==> src/rtl/vend_ctrl.sv <==
// Drink vending sequencer: coin credit, selection check against price/stock,
// dispense handshake, then coin-by-coin change payout. i_reset is active-low.
module vend_ctrl #(
   parameter int CW           = 8,
   parameter int PRICE_TEA    = 10,
   parameter int PRICE_COKE   = 15,
   parameter int PRICE_COFFEE = 20,
   parameter int PRICE_MILK   = 25,
   parameter int STOCK_INIT   = 3
) (
   input  logic          i_clk,
   input  logic          i_reset,
   input  logic          i_coin_valid,
   input  logic [CW-1:0] i_coin_value,
   input  logic          i_sel_valid,
   input  logic [2:0]    i_drink_sel,
   input  logic          i_cancel,
   output logic          o_disp_req,
   output logic [2:0]    o_disp_drink,
   input  logic          i_disp_ack,
   output logic          o_pay_req,
   output logic [CW-1:0] o_pay_coin,
   input  logic          i_pay_ack,
   output logic [CW-1:0] o_credit,
   output logic          o_busy,
   output logic          o_coin_rej,
   output logic          o_err_stock,
   output logic          o_err_funds
);

   typedef enum logic [1:0] {IDLE, CHECK, DISPENSE, PAYOUT} state_t;

   state_t               r_state, w_stateNext;
   logic [CW-1:0]        r_credit, w_creditNext;
   logic [3:0][3:0]      r_stock, w_stockNext;
   logic [2:0]           r_drink, w_drinkNext;
   logic                 r_dispReq, w_dispReqNext;
   logic [2:0]           r_dispDrink, w_dispDrinkNext;
   logic                 r_payReq, w_payReqNext;
   logic [CW-1:0]        r_payCoin, w_payCoinNext;
   logic                 r_busy;
   logic                 r_coinRej, w_coinRejNext;
   logic                 r_errStock, w_errStockNext;
   logic                 r_errFunds, w_errFundsNext;

   logic [CW:0]          w_sum;
   logic                 w_coinOk;
   logic                 w_selOk;
   logic [1:0]           w_idx;
   logic [CW-1:0]        w_price;
   logic [CW-1:0]        w_payLeft;

   function automatic logic [CW-1:0] priceOf(input logic [2:0] drink);
      case (drink)
         3'd1:    priceOf = CW'(PRICE_TEA);
         3'd2:    priceOf = CW'(PRICE_COKE);
         3'd3:    priceOf = CW'(PRICE_COFFEE);
         3'd4:    priceOf = CW'(PRICE_MILK);
         default: priceOf = '0;
      endcase
   endfunction

   // Largest change coin not exceeding the remaining credit (credit is never 0 here).
   function automatic logic [CW-1:0] denomOf(input logic [CW-1:0] amount);
      if (amount >= CW'(10))
         denomOf = CW'(10);
      else if (amount >= CW'(5))
         denomOf = CW'(5);
      else
         denomOf = CW'(1);
   endfunction

   assign w_sum     = {1'b0, r_credit} + {1'b0, i_coin_value};
   assign w_coinOk  = (i_coin_value == CW'(1))  || (i_coin_value == CW'(5)) ||
                      (i_coin_value == CW'(10)) || (i_coin_value == CW'(50));
   assign w_selOk   = (i_drink_sel >= 3'd1) && (i_drink_sel <= 3'd4);
   assign w_idx     = r_drink[1:0] - 2'd1;
   assign w_price   = priceOf(r_drink);
   assign w_payLeft = r_credit - r_payCoin;

   always_comb begin
      w_stateNext     = r_state;
      w_creditNext    = r_credit;
      w_stockNext     = r_stock;
      w_drinkNext     = r_drink;
      w_dispReqNext   = r_dispReq;
      w_dispDrinkNext = r_dispDrink;
      w_payReqNext    = r_payReq;
      w_payCoinNext   = r_payCoin;
      w_coinRejNext   = i_coin_valid && (r_state != IDLE);
      w_errStockNext  = 1'b0;
      w_errFundsNext  = 1'b0;
      case (r_state)
         IDLE: begin
            // A coin arriving alongside an acted-on cancel/selection is refused.
            if (i_cancel && (r_credit != '0)) begin
               w_stateNext   = PAYOUT;
               w_payReqNext  = 1'b1;
               w_payCoinNext = denomOf(r_credit);
               w_coinRejNext = i_coin_valid;
            end else if (i_sel_valid && w_selOk) begin
               w_stateNext   = CHECK;
               w_drinkNext   = i_drink_sel;
               w_coinRejNext = i_coin_valid;
            end else if (i_coin_valid) begin
               if (w_coinOk && !w_sum[CW])
                  w_creditNext = w_sum[CW-1:0];
               else
                  w_coinRejNext = 1'b1;
            end
         end
         CHECK: begin
            if (r_stock[w_idx] == 4'd0) begin
               w_errStockNext = 1'b1;
               w_stateNext    = IDLE;
            end else if (r_credit < w_price) begin
               w_errFundsNext = 1'b1;
               w_stateNext    = IDLE;
            end else begin
               w_creditNext         = r_credit - w_price;
               w_stockNext[w_idx]   = r_stock[w_idx] - 4'd1;
               w_stateNext          = DISPENSE;
               w_dispReqNext        = 1'b1;
               w_dispDrinkNext      = r_drink;
            end
         end
         DISPENSE: begin
            if (i_disp_ack) begin
               w_dispReqNext   = 1'b0;
               w_dispDrinkNext = 3'd0;
               if (r_credit != '0) begin
                  w_stateNext   = PAYOUT;
                  w_payReqNext  = 1'b1;
                  w_payCoinNext = denomOf(r_credit);
               end else begin
                  w_stateNext = IDLE;
               end
            end
         end
         PAYOUT: begin
            if (i_pay_ack) begin
               w_creditNext = w_payLeft;
               if (w_payLeft == '0) begin
                  w_payReqNext  = 1'b0;
                  w_payCoinNext = '0;
                  w_stateNext   = IDLE;
               end else begin
                  w_payCoinNext = denomOf(w_payLeft);
               end
            end
         end
         default: w_stateNext = IDLE;
      endcase
   end

   always_ff @(posedge i_clk or negedge i_reset) begin
      if (!i_reset) begin
         r_state     <= IDLE;
         r_credit    <= '0;
         r_stock     <= {4{4'(STOCK_INIT)}};
         r_drink     <= 3'd0;
         r_dispReq   <= 1'b0;
         r_dispDrink <= 3'd0;
         r_payReq    <= 1'b0;
         r_payCoin   <= '0;
         r_busy      <= 1'b0;
         r_coinRej   <= 1'b0;
         r_errStock  <= 1'b0;
         r_errFunds  <= 1'b0;
      end else begin
         r_state     <= w_stateNext;
         r_credit    <= w_creditNext;
         r_stock     <= w_stockNext;
         r_drink     <= w_drinkNext;
         r_dispReq   <= w_dispReqNext;
         r_dispDrink <= w_dispDrinkNext;
         r_payReq    <= w_payReqNext;
         r_payCoin   <= w_payCoinNext;
         r_busy      <= (w_stateNext != IDLE);
         r_coinRej   <= w_coinRejNext;
         r_errStock  <= w_errStockNext;
         r_errFunds  <= w_errFundsNext;
      end
   end

   assign o_disp_req   = r_dispReq;
   assign o_disp_drink = r_dispDrink;
   assign o_pay_req    = r_payReq;
   assign o_pay_coin   = r_payCoin;
   assign o_credit     = r_credit;
   assign o_busy       = r_busy;
   assign o_coin_rej   = r_coinRej;
   assign o_err_stock  = r_errStock;
   assign o_err_funds  = r_errFunds;

endmodule

==> config.mk <==
export PLATFORM = sky130hd
export DESIGN_NAME = vend_ctrl
export DESIGN_NICKNAME = d
export VERILOG_FILES = /design/src/rtl/vend_ctrl.sv
export SDC_FILE = /design/constraint.sdc
export NUM_CORES = 1
export LEC_CHECK = 0
export ABC_CLOCK_PERIOD_IN_PS = 4500
export BUFFER_PORTS_ARGS = -buffer_cell sky130_fd_sc_hd__buf_2
export CAP_MARGIN = 5
export CORE_UTILIZATION = 31
export CTS_BUF_LIST = sky130_fd_sc_hd__clkbuf_8
export CTS_CLUSTER_DIAMETER = 150
export DETAILED_ROUTE_END_ITERATION = 6
export GPL_TIMING_DRIVEN = 0
export HOLD_SLACK_MARGIN = 0.1
export SLEW_MARGIN = 15
export SYNTH_ARGS = -nofsm -noshare
export SYNTH_HDL_FRONTEND = slang
export SYNTH_SLANG_ARGS = --single-unit
==> constraint.sdc <==
create_clock -name i_clk -period 4.5 [get_ports i_clk]
set_input_delay 0.45 -clock i_clk [delete_from_list [all_inputs] [get_ports i_clk]]
set_output_delay 0.45 -clock i_clk [all_outputs]
set_load 0.005 [all_outputs]
* Yosys cells after proc, flatten, opt, wreduce, memory -nomap -nowiden *
Index checks and enable logic that the tools add are counted.

storage, ports and cells
  bits in registers = 46
  bits of input ports = 18
  output and inout port bits = 25
  word-level logic and storage cells = 136

operators by class
  add/sub/neg operators = 5
  order comparisons = 9
  equality and inequality tests = 22
  mux-type cells = 57
  bitwise logic cells = 3
  reductions and logical operators = 25

operator list
  cell                                                               number
  two-way mux 8 bit                                                  12
  one-hot mux 8 bit (3 select lines)                                 2
  inequality test 2 bit, second input constant                       11
  one-hot mux 5 bit (4 select lines)                                 1
  two-way mux 1 bit                                                  18
  bitwise mux 16 bit                                                 1
  greater-or-equal comparator 8 x 3 -> 1 bit, second input constant  2
  greater-or-equal comparator 8 x 4 -> 1 bit, second input constant  2
  two-way mux 2 bit                                                  8
  two-way mux 4 bit                                                  4
  subtractor 8 bit                                                   2
  two-way mux 3 bit                                                  5
  adder 8 x 8 -> 9 bit                                               1
  binary-select mux 4 bit (select 2 bit)                             1
  demux 4 bit (select 2 bit)                                         1
  equality test 8 x 1 -> 1 bit, second input constant                1
  equality test 8 x 3 -> 1 bit, second input constant                1
  equality test 8 x 4 -> 1 bit, second input constant                1
  equality test 8 x 6 -> 1 bit, second input constant                1
  logical NOT 8 bit                                                  1
  less-than comparator 8 bit                                         1
  one-hot mux 2 bit (4 select lines)                                 1
  AND reduction 8 bit                                                1
  nonzero test 8 bit                                                 1
  other kinds (26)                                                   41

* Depth between registers and ports, before layout *
Gate-level depths: netlist of the first run.

  depth after elaboration = 10
  gate-level depth with buffers = 16

* Worst setup path after synthesis of the first run *
No wires, ideal clock.

  path type = reg2reg
  start = register r_drink[0]
  end = register r_stock[3] (netlist bit)
  library setup time = 0.125 ns
  arrival time = 2.999 ns
  path slack = 1.376 ns
  cell stages (with the launch flop) = 12
  buffers on the path = 1
  clock period less this slack = 3.124 ns
  cell sequence = dfrtp_1 buf_4 inv_1 ha_1 mux2_2 ha_1 fa_1 nor2b_1 a221oi_1 a211oi_2 nand2_1 mux2_2

between the ends
  longest elaborated chain between the ends = 6
  elaborated cells between the ends (all ways) = 20

ends and longest elaborated chain
  element                                                            line  text
  from (decl)                                                        36    logic [2:0] r_drink, w_drinkNext;
  from (signal assigned)                                             174   r_drink <= w_drinkNext;
  branches (longest 6 deep; another with subtractor 4 x 1 -> 4 bit)  n/a
  to (signal assigned)                                               160   r_stock <= {4{4'(STOCK_INIT)}};
  to (signal assigned)                                               173   r_stock <= w_stockNext;
  to (decl)                                                          35    logic [3:0][3:0] r_stock, w_stockNext;

Parallel ways; which one is timed is not known. The select of a mux whose other input is x is not followed.
A chain may end at the register's enable or synchronous reset.

* Final worst setup path of the first run *
Ends and elaborated chain as after synthesis.

==> impl_metrics.yaml, run 1 <==
status:
  outcome: "finished, final reports clean"
route:
  drc: 0
  vias: 2684
  drtAntennaViolNets: 0
  dr.pass1.iters: 4
  post_drt_wl_per_cell_microns: 15.21
  drt_iter0_drc: 136
  wl_mm: 7.866
  vias_per_cell: 5.191
timing:
  finalHoldViolCount: 0
  slew_viol_final: 0
  worst_pin_slew_ns: 0.9553
  fin_crit_ns: 3.755
  grt_setup_unrepaired: "false"
  fin_skew_ns: 0.008352
  tns_ns: 0
  clock.fmax_mhz: 266.3
  timing.final.ws_setup_ns: 0.7453
  setup_violations: 0
  post-route-period-util_pct: 83.44
  max_slew_margin_pct: 36.19
yosys:
  netlist_instances: 335
  ys.flop_type: "dfrtp_1"
  yosys_warnings: 0
  synth-seq-cells: 41
  synth-edff-count: 0
  synth-async-reset-ratio_pct: 100.0
  synthDistinctLibCells: 62
  synth.avg_cell_area_sq_um: 9.487
  synth_compound_area_share_pct: 22.48
  synth_xor_area_share_pct: 3.307
  synth_top_family_by_area: "compound AO/OA/AOI/OAI gates"
  yosys.area_share.simple_pct: 15.75
  syn_area_sq_mm: 0.003178
  ys_seq_area_share_pct: 32.60
  synthMuxAreaShare_pct: 7.953
  synth_fa_ha_area_share_pct: 12.91
setup_path:
  slowest_stage: "a211oi_2"
  worstSetupPathType: "reg2reg"
  rr_worst_depth: 11
  r2r_slack_ns: 0.75
  cp-start-kind: "flip-flop"
  critPathTopFamily: "compound AO/OA/AOI/OAI gates"
  r2r-end: "r_stock[3]"
  cp_num_buf_inv: 2
  crit_fanout: 10
  critPathArrivalTime_ns: 3.93
  endpoint_kind: "flip-flop"
  worstReg2RegStart: "r_drink[0]"
  worstPathRequired_ns: 4.68
  critical_path.cell_chain: "buf_4, inv_1, ha_1, mux2_2, ha_1, fa_1, nor2b_1, a221oi_1, a211oi_2, nand2_1, mux2_2"
  slowest_delay_ns: 0.75
clock_tree:
  cts.sinks: 41
  clkSlewWorstSetupHoldPaths_ns: 0.08
  htreeDepth: 2
  cts_resized: 0
  cts_setup_buffers: 0
  clk_latency_ns: 0.29
  cts_tree: "yes"
  cts_buffers: 5
  root_buffer: "clkbuf_8"
  hold_buffers: 0
  clockBufferDepth: 2
floorplanning:
  die_h_microns: 103.3
  core_area_sq_mm: 0.009864
  rows: 36
  num_io_pins: 43
  fp.dieW_microns: 103.3
  die_area_sq_mm: 0.01066
  start_util_pct: 32.22
placement:
  globalplace.congestion: 0.8584
  pre_cts_ws_ns: 0.6949
  portBuffers: 38
  dp_hpwl_mm: 6.089
pwr:
  leakage_nw: 1.615
  powerDensity_mw_per_mm2: 781.0
  peakVddDrop_uv: 246.8
global_routing:
  first_global_vias: 2672
  overflow: 0
  grt_max_degree: 42
  grt_usage_pct: 15.96
  grt_pass1_wl_mm: 13.14
  antenna_found_initial: 0
min_path:
  hp-class: "in2async"
layout:
  syn_to_final_growth_pct: 15.79
  drive_gt1_share_pct: 23.44
  num-nets-final: 432
  antennaDiodeCount: 0
  final_util_pct: 37.30
  fillers: 994
job:
  maxCapViolCount: 0
-- placed cells by master, fill, tap and decap left out, types with 4 or more instances in the layout --
| cell type | instances |
|---|---|
| a211oi_1 | 7 |
| a21o_1 | 4 |
| a21oi_1 | 17 |
| buf_2 | 38 |
| buf_4 | 6 |
| clkbuf_8 | 5 |
| conb_1 | 4 |
| dfrtp_1 | 33 |
| dfstp_2 | 8 |
| ha_1 | 28 |
| inv_1 | 20 |
| mux2_2 | 6 |
| mux2i_1 | 5 |
| mux4_2 | 4 |
| nand2_1 | 37 |
| nand2b_1 | 8 |
| nor2_1 | 19 |
| nor2b_1 | 4 |
| nor3_1 | 8 |
| nor4_1 | 5 |
| o21a_1 | 5 |
| o21ai_0 | 30 |
| o22ai_1 | 7 |
| or3_1 | 4 |
| xnor2_1 | 8 |
| xor2_1 | 4 |
-- per-layer routing --
layer	track usage [%]	part of all wire (%)	routed length, microns
met5	0	0	0
met4	4.117	0.89	70
met3	2.218	4.4	350
met2	26.51	49	3843
met1	21.86	46	3601
-- sequential cells by signal (all words and copies together), names as in the netlist --
signal        count
o_coin_rej        1
o_err_funds       1
r_state           2
o_disp_req        1
o_pay_req         1
o_disp_drink      3
o_pay_coin        3
r_stock          16
r_drink           3
o_err_stock       1
o_busy            1
o_credit          8
-- worst register-to-register path, delay by kind of cell, from the launching register on --
family	cells	cell delay, ns
compound gates	2	0.94
simple gates	2	0.55
mux	2	0.64
flops	1	0.38
fa+ha+maj	3	0.87
buf+inv	2	0.28
-- stage by stage --
stage | instances | hold slack, ns | power (mW) | cell area (sq um)
after floorplan | 338 | 0.1544 | 2.024 | 3189
after global placement | 509 | 0.4588 | 2.467 | 3546
after detailed placement | 509 | 0.4725 | 2.508 | 3546
after CTS | 517 | 0.3289 | 2.876 | 3680
after global routing | 517 | 0.3668 | 3.154 | 3680
final | 517 | 0.2982 | 2.874 | 3680
-- worst max-delay path by stage --
stage	startpoint	to	slack, ns	cells after the start
3_5_place_dp	r_drink[0]	r_stock[3]	0.69	11
4_1_cts	r_drink[0]	r_stock[3]	0.72	11
6_report	r_drink[0]	r_stock[3]	0.75	11
3_3_place_gp	r_drink[0]	r_stock[3]	0.81	11
2_1_floorplan	r_drink[0]	r_stock[3]	1.38	11
5_1_grt	r_drink[0]	r_stock[3]	0.49	11
-- cell usage after synthesis (all sizes together) (3+ instances only) --
master,instances,area [sq um]
nand2,39,156.4
dfrtp,33,825.8
o21ai,33,165.1
ha,28,350.3
inv,20,75.07
nor2,19,71.32
a21oi,18,93.84
a211oi,9,77.57
mux2,9,112.6
buf,8,67.56
dfstp,8,210.2
nand2b,8,50.05
nor3,8,40.04
xnor2,8,70.07
o22ai,7,43.79
mux2i,5,50.05
nor4,5,31.28
o21a,5,37.54
a21o,4,30.03
mux4,4,90.09
nor2b,4,25.02
or3,4,25.02
xor2,4,35.03
a221oi,3,26.28
clkbuf,3,12.51
fa,3,60.06
o31ai,3,50.05
-- cells by family after synthesis --
kind of cell             Yosys count
AO/OA/AOI/OAI                    101
XOR/XNOR                          12
adder cells (fa/ha/maj)           31
buffers and inverters             31
flip-flops                        41
multiplexers                      18
other                              1
AND/OR/NAND/NOR                  100
-- area by class of cell --
type / count / area, sq um / share of cell area, %
Clock buffer: 5 / 68.82 / 1.870
Tap cell: 133 / 166.4 / 4.522
Clock inverter: 3 / 65.06 / 1.768
Multi-Input combinational cell: 266 / 1998 / 54.30
Sequential cell: 41 / 1036 / 28.15
Timing Repair Buffer: 38 / 190.2 / 5.168
Buffer: 11 / 80.08 / 2.176
Inverter: 20 / 75.07 / 2.040
-- where the power goes --
group	switching, mW	internal, mW
Clock	0.128	0.220
Sequential	0.167	0.475
Combinational	1.06	0.823
Note: power is estimated with default switching activity, not from simulation.
==> inputs of run 2 (changes only) <==
--- a/config.mk
+++ b/config.mk
@@ -5,7 +5,7 @@
 export SDC_FILE = /design/constraint.sdc
 export NUM_CORES = 1
 export LEC_CHECK = 0
-export ABC_CLOCK_PERIOD_IN_PS = 4500
+export ABC_CLOCK_PERIOD_IN_PS = 3250
 export BUFFER_PORTS_ARGS = -buffer_cell sky130_fd_sc_hd__buf_2
 export CAP_MARGIN = 5
 export CORE_UTILIZATION = 31
==> constraint.sdc (replaced) <==
create_clock -name i_clk -period 3.25 [get_ports i_clk]
set_input_delay 0.325 -clock i_clk [delete_from_list [all_inputs] [get_ports i_clk]]
set_output_delay 0.325 -clock i_clk [all_outputs]
set_load 0.005 [all_outputs]
==> run 2 against run 1 <==
  * Final area rose by 5.4%
  * Fmax rose by 21%
  * Hold slack got worse by 0.12 ns
  * Non-clock buffer count rose by 11
  * Highest routed layer unchanged
  * Clock skew fell by 0.0039 ns
  * Register-to-register slack got worse by 0.60 ns
==> impl_metrics.yaml, run 2 (synthesized netlist as in run 1, its figures left out) <==
pwr:
  intPower_mw: 2.352
  leakage_nw: 1.694
  switching_share_pct: 46.20
  switching_power_mw: 2.020
  seqPwrFrac_pct: 20.5
  combPwrFrac_pct: 68.4
  clock_power_share_pct: 11.1
  peakVddDrop_uv: 431.1
  powerDensity_mw_per_mm2: 1127
clock_tree:
  htreeDepth: 2
  clkSlewWorstSetupHoldPaths_ns: 0.08
  hold_buffers: 0
  root_buffer: "clkbuf_8"
  clk_latency_ns: 0.29
  clockBufferDepth: 2
  cts_buffers: 5
  cts.sinks: 41
  cts_tree: "yes"
route:
  drtAntennaViolNets: 0
  dr.pass1.iters: 4
  post_drt_wl_per_cell_microns: 15.30
  wl_mm: 8.077
  drt_iter0_drc: 131
  drc: 0
  vias_per_cell: 5.220
  vias: 2756
placement:
  placed_area_sq_mm: 0.003546
  globalplace.congestion: 0.8584
  place_inst: 509
  dp_hpwl_mm: 6.089
  portBuffers: 38
timing:
  fin_crit_ns: 3.104
  clock.fmax_mhz: 322.2
  tns_ns: 0
  setup_violations: 0
  slew_viol_final: 0
  grt_setup_unrepaired: "false"
  finalHoldViolCount: 0
  fin_skew_ns: 0.004460
  hold_ws_ns: 0.1752
  worst_pin_slew_ns: 0.9520
  post-route-period-util_pct: 95.50
  max_slew_margin_pct: 36.41
global_routing:
  grt_pass1_wl_mm: 13.32
  grt_max_degree: 42
  first_global_vias: 2716
  grt_usage_pct: 16.13
  overflow: 0
  antenna_found_initial: 0
layout:
  drive_gt1_share_pct: 29.11
  final_cells: 528
  final_cell_mix: "buf_2, nand2_1, dfrtp_1"
  num-nets-final: 443
  regArea_sq_mm: 0.001037
  largest_reg_flops: 16
  antennaDiodeCount: 0
  multi_input_comb_area_sq_mm: 0.002090
  top_register: "r_stock"
  fin_area_sq_mm: 0.003880
  fillers: 976
  final_common_cell: "buf_2"
  syn_to_final_growth_pct: 22.09
status:
  outcome: "finished, final reports clean"
setup_path:
  critical_path.startpoint: "r_drink[0]"
  worstPathRequired_ns: 3.42
  critical_path.cell_chain: "buf_6, inv_2, ha_2, mux2_4, ha_4, fa_2, nor2b_4, a221oi_4, and3_4, a2111oi_4, nand2_4, buf_8, a211oi_2, a21oi_1"
  crit_fanout: 8
  r2r-end: "o_credit[0]"
  endpoint_kind: "flip-flop"
  slowest_stage: "a2111oi_4"
  rr_worst_depth: 14
  critPathArrivalTime_ns: 3.27
  cp-start-kind: "flip-flop"
  worstReg2RegStart: "r_drink[0]"
  slowest_delay_ns: 0.41
  worstSetupPathType: "reg2reg"
  crit_path_end: "o_credit[0]"
  r2r_slack_ns: 0.15
min_path:
  hp-class: "in2async"
floorplanning:
  die_h_microns: 103.3
  die_area_sq_mm: 0.01066
  num_io_pins: 43
  fp.dieW_microns: 103.3
  rows: 36
  core_area_sq_mm: 0.009864
  start_util_pct: 32.22
job:
  maxCapViolCount: 0
## run 2: cell types whose count changed in the layout (fill, tap and decap cells not counted), sizes merged
cell and change:
clkbuf +1, buf +10
## run 2: worst min path at each step
stage,depth (start not counted),slack (ns),start,endpoint
6_report,1,0.18,i_reset,r_state[1]
5_1_grt,1,0.24,i_reset,o_err_stock
4_1_cts,1,0.20,i_reset,r_stock[10]
3_5_place_dp,2,0.47,r_stock[8],r_stock[8]
3_3_place_gp,2,0.46,r_stock[14],r_stock[14]
2_1_floorplan,0,0.03,i_reset,o_busy
## run 2: metal layers
layer	GRT usage (%)	part of all wire (%)	vias up
met5	0	0	-
met4	4.334	1.2	0
met3	2.487	3.7	12
met2	26.92	49	74
met1	21.78	46	1329
li1	-	-	1341
## run 2: critical path, delay by kind of cell, from the launching register on
kind	cells	cell delay (ns)
buffers and inverters	3	0.33
adders and majority gates	3	0.77
AOI/OAI and AO/OA	4	0.72
DFF	1	0.36
and+or+nand+nor	3	0.52
muxes	1	0.28
## run 2: area by class of cell
type	instances	area share, %
plain buffers	11	2.257
clock buffers	5	1.774
clock inverters	3	1.677
inverters	20	1.935
multi-input cells	266	53.85
flip-flops and latches	41	26.73
well taps	133	4.289
repair buffers	49	7.481
## run 2: power by group through the flow
stage	Sequential (mW)	Clock [mW]	Combinational, mW
6_report	0.895	0.486	2.99
2_1_floorplan	0.832	0	1.97
5_1_grt	0.921	0.522	3.33
4_1_cts	0.886	0.497	2.73
3_5_place_dp	0.896	0	2.58
3_3_place_gp	0.891	0	2.53
## run 2: what timing repair did
item,4_1_cts,5_1_grt
gates resized for setup,5,18
endpoints found under the setup margin,30,19
pin swaps,2,9
gates cloned,0,1
setup buffers,5,5
## run 2: through the flow
stage / utilization, % / setup slack, ns / power, mW
3_5_place_dp: 35.95 / -0.5551 / 3.472
6_report: 39.33 / 0.1462 / 4.372
3_3_place_gp: 35.95 / -0.4419 / 3.416
4_1_cts: 38.00 / 0.001661 / 4.109
2_1_floorplan: - / 0.1263 / 2.803
5_1_grt: 39.33 / 0.005019 / 4.769
==> inputs of run 3 (changes only) <==
--- a/config.mk
+++ b/config.mk
@@ -14,6 +14,7 @@
 export DETAILED_ROUTE_END_ITERATION = 6
 export GPL_TIMING_DRIVEN = 0
 export HOLD_SLACK_MARGIN = 0.1
+export REMOVE_ABC_BUFFERS = 1
 export SLEW_MARGIN = 15
 export SYNTH_ARGS = -nofsm -noshare
 export SYNTH_HDL_FRONTEND = slang
==> run 3 against run 2 <==
  * Total power shrank 3.8%
  * Core utilization fell by 1.4 points
  * Cell count down 2.1%
  * Sequential cell count is the same
  * Critical path depth shrank 1
  * Critical path type unchanged
==> impl_metrics.yaml, run 3 (synthesized netlist as in run 1, its figures left out) <==
layout:
  regArea_sq_mm: 0.001037
  top_register: "r_stock"
  largest_reg_flops: 16
  drive_gt1_share_pct: 28.39
  num-nets-final: 432
  final_cells: 517
  final_cell_mix: "buf_2, nand2_1, dfrtp_1"
  antennaDiodeCount: 0
  multi_input_comb_area_sq_mm: 0.002096
  syn_to_final_growth_pct: 17.72
  fillers: 981
  final_common_cell: "buf_2"
clock_tree:
  hold_buffers: 0
  cts.sinks: 41
  htreeDepth: 2
  clk_latency_ns: 0.29
  root_buffer: "clkbuf_8"
  clkSlewWorstSetupHoldPaths_ns: 0.08
  cts_tree: "yes"
  cts_buffers: 5
  clockBufferDepth: 2
setup_path:
  critPathArrivalTime_ns: 3.30
  crit_fanout: 8
  worstSetupPathType: "reg2reg"
  endpoint_kind: "flip-flop"
  worstPathRequired_ns: 3.42
  rr_worst_depth: 13
  cp-start-kind: "flip-flop"
job:
  maxCapViolCount: 0
floorplanning:
  core_area_sq_mm: 0.009864
  num_io_pins: 43
  die_area_sq_mm: 0.01066
  rows: 36
  fp.dieW_microns: 103.3
  die_h_microns: 103.3
  start_util_pct: 32.22
pwr:
  powerDensity_mw_per_mm2: 1125
  total_power_mw: 4.208
  leakage_nw: 1.616
  peakVddDrop_uv: 379.3
min_path:
  hp-class: "in2async"
global_routing:
  grt_max_degree: 42
  grt_usage_pct: 16.30
  first_global_vias: 2685
  antenna_found_initial: 0
  overflow: 0
  grt_pass1_wl_mm: 13.30
route:
  drtAntennaViolNets: 0
  dr.pass1.iters: 4
  drt_iter0_drc: 103
  vias_per_cell: 5.246
  post_drt_wl_per_cell_microns: 15.91
  vias: 2712
  wl_mm: 8.224
  drc: 0
placement:
  dp_hpwl_mm: 6.032
  place_inst: 498
  globalplace.congestion: 0.8782
  portBuffers: 38
  pre_cts_ws_ns: -0.5710
status:
  outcome: "finished, final reports clean"
timing:
  setup_violations: 0
  max_slew_margin_pct: 38.76
  grt_setup_unrepaired: "false"
  timing.final.ws_setup_ns: 0.1292
  fin_crit_ns: 3.121
  clock.fmax_mhz: 320.4
  post-route-period-util_pct: 96.02
  finalHoldViolCount: 0
  worst_pin_slew_ns: 0.9186
  slew_viol_final: 0
  fin_skew_ns: 0.006323
-- run 3: cell count changes in the layout (fill, tap and decap cells not counted), sizes merged --
| cell | delta |
|---|---|
| buf | -8 |
| nand2 | +1 |
| clkbuf | -2 |
| bufinv | -2 |
-- run 3: final cells by class --
cell class,instances,area share (%)
inverter,20,2.007
timing repair buffer,48,7.090
tap,133,4.448
sequential,41,27.73
clock buffer,7,2.575
clock inverter,1,0.1338
multi-input combinational,267,56.02
-- run 3: power breakdown --
| part | leakage (nW) | switching (mW) | internal [mW] |
|---|---|---|---|
| combinational | 1.07 | 1.61 | 1.32 |
| sequential | 0.490 | 0.252 | 0.659 |
| clock | 0.0542 | 0.178 | 0.192 |
-- run 3: worst paths after layout --
kind,start,end,slack [ns]
hold reg to reg,r_stock[2],r_stock[2],0.48
max in group asynchronous,i_reset,r_drink[0],2.47
setup reg to reg,r_drink[0],r_stock[11],0.13
hold / removal,i_reset,o_disp_drink[0],0.16
setup / recovery,r_drink[0],r_stock[11],0.13
min in group i_clk,i_coin_valid,o_coin_rej,0.28
-- run 3: layer usage --
metal | vias to the layer above | global-route usage, % | part of all wire [%]
li1 | 1312 | - | -
met2 | 70 | 27.33 | 48
met4 | 0 | 3.792 | 0.69
met1 | 1324 | 22.19 | 47
met5 | - | 0 | 0
met3 | 6 | 2.419 | 4.3
-- run 3: what timing repair did --
action / in CTS / in global routing
gates cloned: 1 / 0
buffers inserted: 5 / 5
endpoints found under the setup margin: 30 / 28
endpoints found under the hold margin: 0 / 0
pin swaps: 4 / 5
gates resized for setup: 5 / 17
-- run 3: through the flow --
step | hold slack [ns] | TNS, ns | area, sq um | utilization [%]
after floorplan | 0.02941 | 0 | 3109 | -
after global placement | 0.4583 | -9.812 | 3466 | 35.13
after detailed placement | 0.4710 | -11.22 | 3466 | 35.13
after CTS | 0.1935 | 0 | 3640 | 36.90
after global routing | 0.2441 | 0 | 3741 | 37.92
final | 0.1612 | 0 | 3741 | 37.92
-- run 3: worst max-delay path, cell delays in order, from the launching register on --
cell	delay, ns
dfrtp_2	0.44
inv_1	0.14
ha_4	0.18
nor2_1	0.04
or2_2	0.28
inv_1	0.11
a21oi_2	0.06
ha_1	0.31
a21o_1	0.19
a221oi_4	0.09
buf_4	0.15
a211oi_4	0.48
nand2_2	0.22
mux2_2	0.32
